### src/rtl/counter_pkg.sv
// Shared constants and helpers for the step_counter family.
package counter_pkg;

    localparam logic DIR_UP    = 1'b0;
    localparam logic DIR_DOWN  = 1'b1;
    localparam logic MODE_WRAP = 1'b0;
    localparam logic MODE_SAT  = 1'b1;

    // Clamp a value into [lo, hi]; used for out-of-range loads.
    function automatic int unsigned clamp(input int unsigned value,
                                          input int unsigned lo,
                                          input int unsigned hi);
        if (value < lo) return lo;
        if (value > hi) return hi;
        return value;
    endfunction

endpackage

### src/rtl/step_counter_next.sv
// Next-count arithmetic for step_counter: range-aware up/down step with wrap or saturate.
module step_counter_next
    import counter_pkg::*;
#(
    parameter int unsigned N       = 8,
    parameter int unsigned SW      = 2,
    parameter int unsigned MIN_VAL = 0,
    parameter int unsigned MAX_VAL = (1 << N) - 1
) (
    input  logic [N-1:0]  count,
    input  logic          UpDown,
    input  logic [SW-1:0] step,
    input  logic          sat,
    output logic [N-1:0]  next_count,
    output logic          ovf
);

    // One extra bit keeps sums and wrap offsets from aliasing at 2^N.
    localparam int unsigned W     = N + 1;
    localparam int unsigned R     = MAX_VAL - MIN_VAL + 1;
    localparam logic [W-1:0] MIN_W = W'(MIN_VAL);
    localparam logic [W-1:0] MAX_W = W'(MAX_VAL);
    localparam logic [W-1:0] R_W   = W'(R);

    logic [W-1:0] count_w;
    logic [W-1:0] step_w;
    logic [W-1:0] sum;
    logic [W-1:0] floor_w;
    logic [W-1:0] wrap_dn;

    assign count_w = W'(count);
    assign step_w  = W'(step);

    always_comb begin
        next_count = count;
        ovf        = 1'b0;
        sum        = count_w + step_w;
        floor_w    = MIN_W + step_w;
        wrap_dn    = count_w + R_W - step_w;
        if (UpDown == DIR_UP) begin
            if (sum <= MAX_W) begin
                next_count = N'(sum);
            end else begin
                ovf        = 1'b1;
                next_count = (sat == MODE_SAT) ? N'(MAX_VAL) : N'(sum - R_W);
            end
        end else begin
            // count - step >= MIN rewritten so nothing goes negative.
            if (count_w >= floor_w) begin
                next_count = N'(count_w - step_w);
            end else begin
                ovf        = 1'b1;
                next_count = (sat == MODE_SAT) ? N'(MIN_VAL) : N'(wrap_dn);
            end
        end
    end

endmodule

### src/rtl/step_counter.sv
// Range-limited up/down counter with run-time step, wrap/saturate, carry/borrow pulses and sticky load error.
module step_counter
    import counter_pkg::*;
#(
    parameter int unsigned N         = 8,
    parameter int unsigned SW        = 2,
    parameter int unsigned MIN_VAL   = 0,
    parameter int unsigned MAX_VAL   = (1 << N) - 1,
    parameter int unsigned RESET_VAL = MIN_VAL
) (
    input  logic          clk,
    input  logic          reset,
    input  logic          en,
    input  logic          UpDown,
    input  logic [SW-1:0] step,
    input  logic          sat,
    input  logic          clear,
    input  logic          load,
    input  logic [N-1:0]  load_val,
    output logic [N-1:0]  count,
    output logic          at_max,
    output logic          at_min,
    output logic          carry,
    output logic          borrow,
    output logic          err
);

    localparam logic [N-1:0] MIN_N = N'(MIN_VAL);
    localparam logic [N-1:0] MAX_N = N'(MAX_VAL);
    localparam logic [N-1:0] RST_N = N'(RESET_VAL);

    if (MIN_VAL > MAX_VAL || longint'(MAX_VAL) > (longint'(1) << N) - 1) begin : g_bad_range
        $error("step_counter: need MIN_VAL <= MAX_VAL <= 2^N-1");
    end
    if (RESET_VAL < MIN_VAL || RESET_VAL > MAX_VAL) begin : g_bad_reset
        $error("step_counter: RESET_VAL outside [MIN_VAL, MAX_VAL]");
    end
    if ((1 << SW) - 1 > MAX_VAL - MIN_VAL + 1) begin : g_bad_step
        $error("step_counter: largest step exceeds range size");
    end

    logic [N-1:0] next_count;
    logic         ovf;
    logic [N-1:0] load_clamped;
    logic [N-1:0] count_d;
    logic         carry_d;
    logic         borrow_d;
    logic         err_d;

    step_counter_next #(
        .N       (N),
        .SW      (SW),
        .MIN_VAL (MIN_VAL),
        .MAX_VAL (MAX_VAL)
    ) u_next (
        .count      (count),
        .UpDown     (UpDown),
        .step       (step),
        .sat        (sat),
        .next_count (next_count),
        .ovf        (ovf)
    );

    assign load_clamped = N'(clamp(32'(load_val), MIN_VAL, MAX_VAL));

    // Priority: clear > load > enabled non-zero step > hold.
    always_comb begin
        count_d  = count;
        carry_d  = 1'b0;
        borrow_d = 1'b0;
        err_d    = err;
        if (clear) begin
            count_d = RST_N;
            err_d   = 1'b0;
        end else if (load) begin
            count_d = load_clamped;
            err_d   = err | (load_clamped != load_val);
        end else if (en && step != '0) begin
            count_d  = next_count;
            carry_d  = ovf && (UpDown == DIR_UP);
            borrow_d = ovf && (UpDown == DIR_DOWN);
        end
    end

    always_ff @(posedge clk or posedge reset) begin
        if (reset) begin
            count  <= RST_N;
            carry  <= 1'b0;
            borrow <= 1'b0;
            err    <= 1'b0;
        end else begin
            count  <= count_d;
            carry  <= carry_d;
            borrow <= borrow_d;
            err    <= err_d;
        end
    end

    assign at_max = (count == MAX_N);
    assign at_min = (count == MIN_N);

endmodule

### config.mk
export PLATFORM = sky130hd
export DESIGN_NAME = step_counter
export DESIGN_NICKNAME = d
export VERILOG_FILES = /design/src/rtl/counter_pkg.sv /design/src/rtl/step_counter_next.sv /design/src/rtl/step_counter.sv
export SDC_FILE = /design/constraint.sdc
export NUM_CORES = 1
export LEC_CHECK = 0
export CAP_MARGIN = 20
export CORE_AREA = 4 4 53 55
export CTS_BUF_LIST = sky130_fd_sc_hd__clkbuf_8
export DETAILED_ROUTE_END_ITERATION = 12
export DIE_AREA = 0 0 57 59
export PLACE_DENSITY = 0.75
export SKIP_LAST_GASP = 1
export SLEW_MARGIN = 20
export SYNTH_ARGS = -nofsm -noshare
export SYNTH_HDL_FRONTEND = slang
export SYNTH_SLANG_ARGS = --single-unit
### constraint.sdc
create_clock -name clk -period 2.1 [get_ports clk]
set_clock_uncertainty 0.05 [all_clocks]
set_input_delay 0.21 -clock clk [delete_from_list [all_inputs] [get_ports clk]]
set_output_delay 0.21 -clock clk [all_outputs]
set_load 0.005 [all_outputs]
Word-level counts from Yosys, hierarchy flattened:

Index checks and enable logic that the tools add are counted.

* flip-flop bits (word level): 11
* input bits: 17
* output and inout port bits: 13
* word-level logic and storage cells: 37

* $add $sub $neg: 5
* magnitude comparators: 2
* equal/unequal tests: 1
* multiplexer cells: 18
* bitwise logic cells: 1
* reductions and logical operators: 6

Operators by type and width (count)
* $mux W8: 8
* $sub A8 B2 Y8: 2
* $mux W1: 10
* $add A8 B2 Y9: 1
* $le A9 B8 Y1 const B: 1
* $add A8 B1 Y8 const B: 1
* $eq A8 B8 Y1 const B: 1
* $ge A8 B2 Y1: 1
* $logic_not A8 Y1: 1
* $sub A8 B1 Y8 const B: 1
* $logic_and A1 B1 Y1: 3
* $reduce_bool A3 Y1: 1
* $reduce_bool A2 Y1: 1
* $not A1 Y1: 1

Longest topological paths before layout:

* depth in word-level cells: 8
* mapped depth: 9
* depth with buffers taken out: 9

Cells and area by module:

From an unflattened synthesis, not the netlist that was laid out.

* cell total of the unflattened synthesis: 128
* area, all modules: 1164.9 um^2

Modules (own cells, without submodules)
* step_counter: instances 1, cells an instance 52, area an instance 623.1 um^2, seq. area each 250.2 um^2
* step_counter_next: instances 1, cells an instance 76, area an instance 541.8 um^2, seq. area each 0.0 um^2

Worst setup path after synthesis:

OpenSTA, ideal clock, no wires.

* kind: flip-flop to flip-flop
* from: register count[0]
* to: register count[0]
* setup time: 126 ps
* arrival time: 2016 ps
* data required time: 1924 ps
* path slack: -91 ps
* cell stages (with the launch flop): 10
* path buffers: 0
* period minus slack after synthesis: 2191 ps
* path through: dfrtp_1 -> inv_1 -> ha_1 -> inv_1 -> fa_1 -> nor4b_1 -> nand4_1 -> nand3_1 -> nor2b_1 -> a221o_1

* longest elaborated chain between the ends: 8
* elaborated cells on any way between the ends: 15
* classes of those cells: add/sub: 5; order compare: 2; mux: 8

RTL lines
* start, declared: RTL line step_counter.sv:20 `output logic [N-1:0] count,`
* start signal, assigned: RTL line step_counter.sv:92 `count <= count_d;`
* $add A8 B2 Y9 or $add A8 B1 Y8 (tied branches): RTL line step_counter_next.sv:37, step_counter_next.sv:39
* $sub A8 B1 Y8 or $sub A8 B2 Y8 (tied branches): RTL line step_counter_next.sv:45, step_counter_next.sv:39
* $mux W8 (on tied branches): RTL line step_counter_next.sv:45, step_counter_next.sv:53
* $mux W8 (on tied branches): RTL line step_counter_next.sv:41, step_counter_next.sv:49
* $mux W8 (*): RTL line step_counter_next.sv:40 `if (UpDown == DIR_UP) begin`
* $mux W8 (*): RTL line step_counter.sv:78 `end else if (en && step != '0) begin`
* $mux W8 (*): RTL line step_counter.sv:75 `end else if (load) begin`
* $mux W8 (*): RTL line step_counter.sv:72 `if (clear) begin`

Mark *: on every way between the ends. The rest lies on a longest branch, timed or not. The select of a mux whose other input is x is not followed.
A chain may end at the register's enable or synchronous reset.

Worst setup path after layout:

Ends and elaborated chain as after synthesis.

==> results_dict.tcl <==
set metrics [dict create \
    run_status "finished, violations left" \
    violations "negative setup slack" \
    routedWlPerCell_um 17.8 \
    hold_slack_ns 0.215 \
    ant_nets 0 \
    cts_tree "built" \
    grt_overflow 0 \
    ios 30 \
    clockBufferDepth 2 \
    nFillCells 199 \
    finalSetupViolCount 6 \
    crit_chain "inv_2 -> ha_4 -> inv_2 -> fa_2 -> nor4b_4 -> nand4_1 -> nand3_2 -> nor2b_1 -> a221o_1" \
    yosys_warnings 0 \
    slowest_delay_ns 0.42 \
    fin_tns_setup_ns -0.461 \
    syn_area_per_cell_um2 8.58 \
    worstPathArrival_ns 2.30 \
    power.static_leakage_uw 0.000681 \
    ff_latch_area_um2 250 \
    drtIter0Drc 55 \
    reg2reg_slack_ns -0.14 \
    multi_input_area_um2 732 \
    dieHeight_um 59 \
    synth_top_area_share_pct 26.0 \
    place.gp.congestion 0.911 \
    crit_family "simple AND/OR/NAND/NOR gates" \
    slew_viol_final 0 \
    dieArea_um2 3360 \
    fp-row-count 18 \
    crit_type "reg2reg" \
    nets 188 \
    dp_hpwl_mm 2.36 \
    end_kind "flip-flop" \
    port-buffer-count 28 \
    critPathMaxFanout 4 \
    ys.flop_type "dfrtp_1" \
    critPathLaunchType "flip-flop" \
    r2r_cells 9 \
    drive_gt1_share_pct 32.3 \
    clk_latency_ns 0.23 \
    worst_slack_ns -0.135 \
    crit_top_cell "inv_2" \
    timing.rr.end "count[0]" \
    critical_path_required_ns 2.16 \
    htreeDepth 1 \
    drc_errors 0 \
    hold_class "in2async" \
    clock-sinks 10 \
    grt_max_degree 15 \
    synth_area_leaders "dfrtp_1, ha_1, a22oi_1" \
    synth_seq_area_share_pct 26.0 \
    die_w_um 57 \
    finalWirelength_mm 3.46 \
    cap_violations 0 \
    pwr_density_cell_nw_per_um2 522 \
    r2r_start "count[0]" \
    syn2layout_area_growth_pct 65.5 \
    async_flop_share_pct 100 \
    antenna_found_initial 0 \
    post-route-min-period_ns 2.24 \
    fin_util_pct 66.6 \
    final_hold_viol_count 0 \
    grt_pass1_vias 1160 \
    clk_pin_slew_ns 0.05 \
    insertedDiodeCount 0 \
    route.vias.total 1144 \
    syn-num-nets 135 \
    cp.buffers_inverters 2 \
    synth_common_cells "dfrtp_1, nor2_1, o21ai_0" \
    vdd_drop_max_mv 0.477 \
    maxSlewHeadroom_pct 57.3 \
    path_depth 9 \
    min_period_over_period_pct 106 \
    cts_root_buf "clkbuf_8" \
    initial_core_util_pct 40.3 \
    syn-cell-area_um2 961 \
    grt_pass1_wl_mm 5.51 \
    post-synth-top-area-cell "dfrtp_1" \
    grt_usage_pct 20.9 \
    synth_edf_count 0 \
    ys_types 42 \
    ys_ff_latch 10 \
    grt_setup_unrepaired "yes" \
    drtPass1Iterations 4 \
    vias_per_cell 5.90 \
    place_ws_ns -0.431 \
    synthCells 112 \
    fmax_mhz 447 \
    crit_slowest_cell "fa_2" \
    core_um2 2390 \
    cts_buffers 3 \
    cts_hold_buffers 0 \
    synth.most_common_cell "dfrtp_1" \
    worst_slew_pin_slew_ns 0.637 \
]
-- repair_timing --
item,CTS,global route
gates resized for setup,9,11
setup buffers,2,4
pin swaps,3,6
endpoints found under the setup margin,8,10
-- report_power, final --
group | internal [uW] | switching (uW)
registers | 206 | 15.0
clock network | 165 | 73.9
logic | 198 | 173
-- metrics by stage --
stage	power (uW)	cell area [um^2]	instances
6_report	830	1590	194
5_1_grt	873	1590	194
4_1_cts	788	1510	190
3_5_place_dp	526	1410	184
3_3_place_gp	520	1410	184
2_1_floorplan	385	973	112
-- layer usage --
layer	track usage [%]	share of wire (%)	vias to the layer above
met5	0	0	-
met4	6.29	2.2	0
met3	4.36	7.8	14
met2	36.9	49	67
met1	25.6	41	546
li1	-	-	517
-- registers in the layout, summed over array words and instances (netlist names) --
name    flops
carry       1
borrow      1
count       8
-- cells in the final DEF, fill, tap and decap left out, types with 4 or more instances in the layout --
master and count:
clkdlybuf4s50_1 27, buf_4 27, dfrtp_1 10, nor2_1 8, a22oi_1 6, nand2_1 6, nor2b_1 5, nor3_1 5
o21ai_0 5, nand3_1 4, inv_1 4, o21ai_1 4, clkbuf_8 4
-- area by class of cell --
cell class                 count  share of cell area [%]
multi-input combinational     88                    46.0
sequential                    10                    15.7
inverter                       6                    1.42
clock buffer                   4                    3.46
timing repair buffer          56                    31.0
tap                           30                    2.36
-- worst register-to-register path, cell delays in order, from the launching register on --
cell	delay [ns]
dfrtp_1	0.39
inv_2	0.08
ha_4	0.13
inv_2	0.04
fa_2	0.42
nor4b_4	0.28
nand4_1	0.21
nand3_2	0.18
nor2b_1	0.07
a221o_1	0.27
-- kinds of logic (layout without fill, tap and decap cells) --
kind of cell / Yosys count / count (layout) / synth area share (%)
AOI/OAI and AO/OA: 32 / 32 / 23.6
xor gates and xnor gates: 3 / 3 / 2.73
adders and majority gates: 6 / 6 / 9.38
buffers and inverters: 14 / 66 / 7.68
DFF: 10 / 10 / 26.0
muxes: 2 / 2 / 2.21
other: 1 / 1 / 0.390
and+or+nand+nor: 44 / 44 / 28.0
-- worst max path at each step --
stage | startpoint | to | slack, ns
2_1_floorplan | count[0] | count[6] | 0.01
3_5_place_dp | step[0] | count[3] | -0.43
5_1_grt | count[0] | count[0] | -0.21
6_report | count[0] | count[0] | -0.14
3_3_place_gp | step[0] | count[6] | -0.32
4_1_cts | count[0] | count[6] | -0.13
(Power assumes the default switching activity.)
==> RTL edit 1: new RTL, config.mk and constraints unchanged <==
Reset style: synchronous (`reset`), changed in one clocked block.
--- a/src/rtl/step_counter.sv
+++ b/src/rtl/step_counter.sv
@@ -82,7 +82,7 @@
         end
     end
 
-    always_ff @(posedge clk or posedge reset) begin
+    always_ff @(posedge clk) begin
         if (reset) begin
             count  <= RST_N;
             carry  <= 1'b0;
Function: differs if reset is asserted again (counterexample within 4 cycles, from zero or initial values and one cycle with reset high); with reset held inactive, the same outputs for 10 cycles.
==> RTL edit 1 against the original RTL <==
Power decreased by 18%; synthesized cell count increased by 13%; first-iteration DRC count decreased by 3.6%; sequential cell count unchanged; maximum frequency increased by 10%; design area decreased by 5.4%; global-route usage decreased by 1.4 points; critical path depth increased by 1; wire length decreased by 8.1%; synthesized area decreased by 3.3%; setup slack improved by 0.21 ns; largest cell class unchanged.
==> RTL edit 1: results (changes against the original RTL) <==
status = finished clean
Setup WS post-layout = 0.0761 ns (+0.211 ns)
placed cell areas = 1430 um2 (+1.6%)
P_leak = 0.660 nW (-3.1%)
first-pass GRT wire length = 5110 um (-7.3%)
post-synthesis sequential area ratio = 21.5% (-4.5 points)
largest net degree at the start of global routing = 13 (-2)
gr usage total = 19.5% (-1.4 points)
# Post-CTS Setup Buffers = 0 (-2)
top cells by area, synth = dfxtp_1 22%, nand2_1 8.1%, a21oi_1 6.5%
Critical Path Start = count[0]
Switching Share = 30.6% (-0.88 points)
clock power share = 29.2% (+0.5 points)
critical path fanouts, max = 3 (-1)
Setup Slack @ Placement = -0.350 ns (+0.0812 ns)
PnR Total Power = 0.684 mW (-18%)
slowest stage delay, CP = 0.32 ns (-0.10 ns)
layout cells sized above 1 = 25.4% (-6.9 points)
area grow syn2layout = 61.9%
Largest delay share family, worst path = simple AND/OR/NAND/NOR gates
dpl hpwl = 2500 um (+6.0%)
Placer Congestion = 0.984 (+8.0%)
reg2reg path depth = 10 (+1)
# H-tree levels = 1 (unchanged)
post-cts sizing count = 3 (-6)
WL/cell = 15.1 um (-16%)
dpl cells = 208 (+13%)
root buffer cell = clkbuf_8
Vias = 1,191 (+4.1%)
ys flop type = dfxtp_1
combinational share of power = 40.3% (-4.3 points)
slowest CP cell = dfxtp_1
syn nets = 150 (+11%)
CP Capture Point = count[2]
Synth cell types = 44 (+4.8%)
PortBufs = 28 (unchanged)
total wire length = 3180 um (-8.1%)
commonest cells in the netlist = 20 x nand2_1, 12 x a21oi_1, 10 x dfxtp_1
Syn Area/Cell = 7.32 um2 (-15%)
minimum hold slack = 0.455 ns (+0.239 ns)
1st-iter DRT viols = 53 (-3.6%)
Hold Path Class = flop to flop
ys async rst share = 0% (-100 points)
WP data arrival = 2.10 ns (-0.20 ns)
worst vdd ir = 0.417 mV (-13%)
fillcell total = 220 (+11%)
[RTL edit 1: cell types whose count changed after synthesis, sizes merged, moves of 4 or more]
cell	unedited run	this run
a22oi	6	1
o21ai	9	5
nand2	6	20
dfxtp	0	10
dfrtp	10	0
a21oi	3	12
[RTL edit 1: logic make-up after synthesis]
kind of cell               Yosys count  share of synthesized area, %
other                                1                         0.403
and+or+nand+nor                     54                          30.0
DFF                                 10                          21.5
buffers and inverters               15                          8.07
AOI/OAI and AO/OA                   38                          27.5
xor gates and xnor gates             3                          2.83
adders and majority gates            6                          9.69
[RTL edit 1: cell type report]
type	instances	area share (%)
multi-input combinational	102	45.5
tap	30	2.49
inverter	8	2.00
sequential	10	13.5
clock buffer	3	2.74
timing repair buffer	58	33.8
[RTL edit 1: metal layers]
layer	wire (um)	part of all wire, %	global-route usage [%]
met5	0	0	0
met1	1310	41	23.6
met2	1540	49	33.4
met3	221	7.0	3.70
met4	104	3.3	8.94
==> RTL edit 2: new RTL, config.mk and constraints unchanged <==
Without the edit above. `SW` is set to 2 in 2 places; all go to 3.
--- a/src/rtl/step_counter_next.sv
+++ b/src/rtl/step_counter_next.sv
@@ -3,7 +3,7 @@
     import counter_pkg::*;
 #(
     parameter int unsigned N       = 8,
-    parameter int unsigned SW      = 2,
+    parameter int unsigned SW      = 3,
     parameter int unsigned MIN_VAL = 0,
     parameter int unsigned MAX_VAL = (1 << N) - 1
 ) (
--- a/src/rtl/step_counter.sv
+++ b/src/rtl/step_counter.sv
@@ -3,7 +3,7 @@
     import counter_pkg::*;
 #(
     parameter int unsigned N         = 8,
-    parameter int unsigned SW        = 2,
+    parameter int unsigned SW        = 3,
     parameter int unsigned MIN_VAL   = 0,
     parameter int unsigned MAX_VAL   = (1 << N) - 1,
     parameter int unsigned RESET_VAL = MIN_VAL
Interface: changed (resized step); port bits go from 30 to 31. No check against the original RTL was run, so the function may have changed too.
==> RTL edit 2 against the original RTL <==
The run still ends with negative setup slack left; hold slack improved by 0.0042 ns; design area rose by 9.5%; non-clock buffer count rose by 6; power rose by 9.1%; synthesized cell count rose by 24%; wire length rose by 16%; synthesized area rose by 14%; sequential cell count did not move; die area did not move; setup slack improved by 0.079 ns; final cell count rose by 16%; sequential share of layout area fell by 1.3 points; critical endpoint is now count[1]; highest routed layer unchanged.
==> RTL edit 2: results (changes against the original RTL) <==
Reg area = 251 um2 (+0.50%)
Data buffer area share = 31.0% (-0.036 points)
area of the multi-input gates = 838 um2 (+15%)
final setup fails = 4 (-2)
xor/xnor share of the synthesized area = 5.59% (+2.9 points)
setup TNS = -0.171 ns (+0.291 ns)
status = finished with violations
failing checks = negative setup slack
Vias = 1,377 (+20%)
mux cell area share after synthesis = 0% (-2.2 points)
PortBufs = 29 (+3.6%)
top cells by area, synth = dfrtp_1 23%, ha_1 6.8%, a21oi_1 5.9%
Initial DRT Pass Iterations = 5 (+1)
layout cells sized above 1 = 27.7% (-4.6 points)
Die Span X = 57 um (unchanged)
Layout clock area frac = 2.37% (-1.1 points)
Syn Area/Cell = 7.89 um2 (-8.0%)
Placer Congestion = 1.02 (+12%)
Setup Slack @ Placement = -0.411 ns (+0.0201 ns)
vias in the first global route = 1,316 (+13%)
1st-iter DRT viols = 106 (+93%)
Yosys warning count = 0 (unchanged)
placed cell areas = 1600 um2 (+14%)
Critical Path Start = count[0]
critical path fanouts, max = 3 (-1)
dpl hpwl = 3030 um (+29%)
P_leak = 0.741 nW (+8.8%)
DR top layer = met4
dpl cells = 218 (+18%)
worst vdd ir = 0.361 mV (-24%)
Ant. Diodes = 0 (unchanged)
syn nets = 165 (+22%)
first-pass GRT wire length = 6370 um (+16%)
Non-CTS inverters = 9 (+3)
root buffer cell = clkbuf_8
non-clock buffer count = 62 (+11%)
post-synthesis sequential area ratio = 22.8% (-3.2 points)
largest net degree at the start of global routing = 19 (+4)
multi-input gates = 111 (+26%)
met2 WL = 2010 um (+18%)
WL/cell = 17.8 um (about the same)
commonest cells in the netlist = 13 x a21oi_1, 12 x nor2_1, 10 x dfrtp_1
Synth cell types = 47 (+12%)
M1 WL = 1570 um (+12%)
WP data arrival = 2.22 ns (-0.08 ns)
biggest regs = count x8, borrow x1, carry x1
Setup WS post-layout = -0.0563 ns (+0.0790 ns)
Net count, final = 223 (+19%)
Synth Area in Adders = 10.5% (+1.1 points)
WL met3 = 348 um (+29%)
total wire length = 4010 um (+16%)
area fraction in compound gates after synthesis = 26.7% (+3.1 points)
fillcell total = 203 (+2.0%)
gr usage total = 24.8% (+3.9 points)
RTL edit 2: changes by cell type after synthesis, sizes merged, moves of 3 or more:
cell,change
a22oi,-4
nand2b,+3
clkbuf,+5
a21o,-3
xor2,+3
nor4,-4
nor2,+5
nand3b,+5
a21oi,+10
inv,+3
o22ai,+3
buf,-4
o21ai,-4
or4,+4
RTL edit 2: metal layers:
metal | track usage (%) | vias up
li1 | - | 629
met1 | 31.9 | 659
met2 | 42.6 | 76
met3 | 4.58 | 13
met4 | 7.28 | 0
met5 | 0 | -
RTL edit 2: final timing paths:
check	end	slack [ns]	cells past startpoint
hold / removal	count[0]	0.22	2
max in group asynchronous	count[1]	1.45	2
hold reg to reg	count[1]	0.64	2
setup / recovery	count[1]	-0.06	9
min in group clk	count[6]	0.55	3
setup reg to reg	count[1]	-0.06	9
RTL edit 2: power breakdown:
part / switching, mW / internal, mW / total [mW]
logic: 0.226 / 0.243 / 0.469
clock network: 0.0851 / 0.126 / 0.212
registers: 0.0163 / 0.209 / 0.225
RTL edit 2: worst max-delay path: stages (launching register included):
cell and delay, ns:
dfrtp_1 0.40, inv_2 0.09, ha_4 0.14, inv_2 0.04, fa_2 0.34, a21oi_1 0.23
nor2_1 0.10, nand3b_1 0.24, a211oi_2 0.30, o41ai_1 0.10
RTL edit 2: stage by stage:
step	hold WS (ns)	util (%)	total power, mW
detailed placement	0.490	66.9	0.642
floorplan	0.000178	-	0.444
global route	0.265	73.0	0.950
finish	0.219	73.0	0.906
CTS	0.243	70.5	0.861
global placement	0.482	66.9	0.636
RTL edit 2: what timing repair did:
action                     CTS  global route
setup buffers                2             2
hold buffers                 0             0
setup endpoints to repair    9             8
pin swaps                    2             4
gates resized for setup     11             9
gates cloned                 0             0
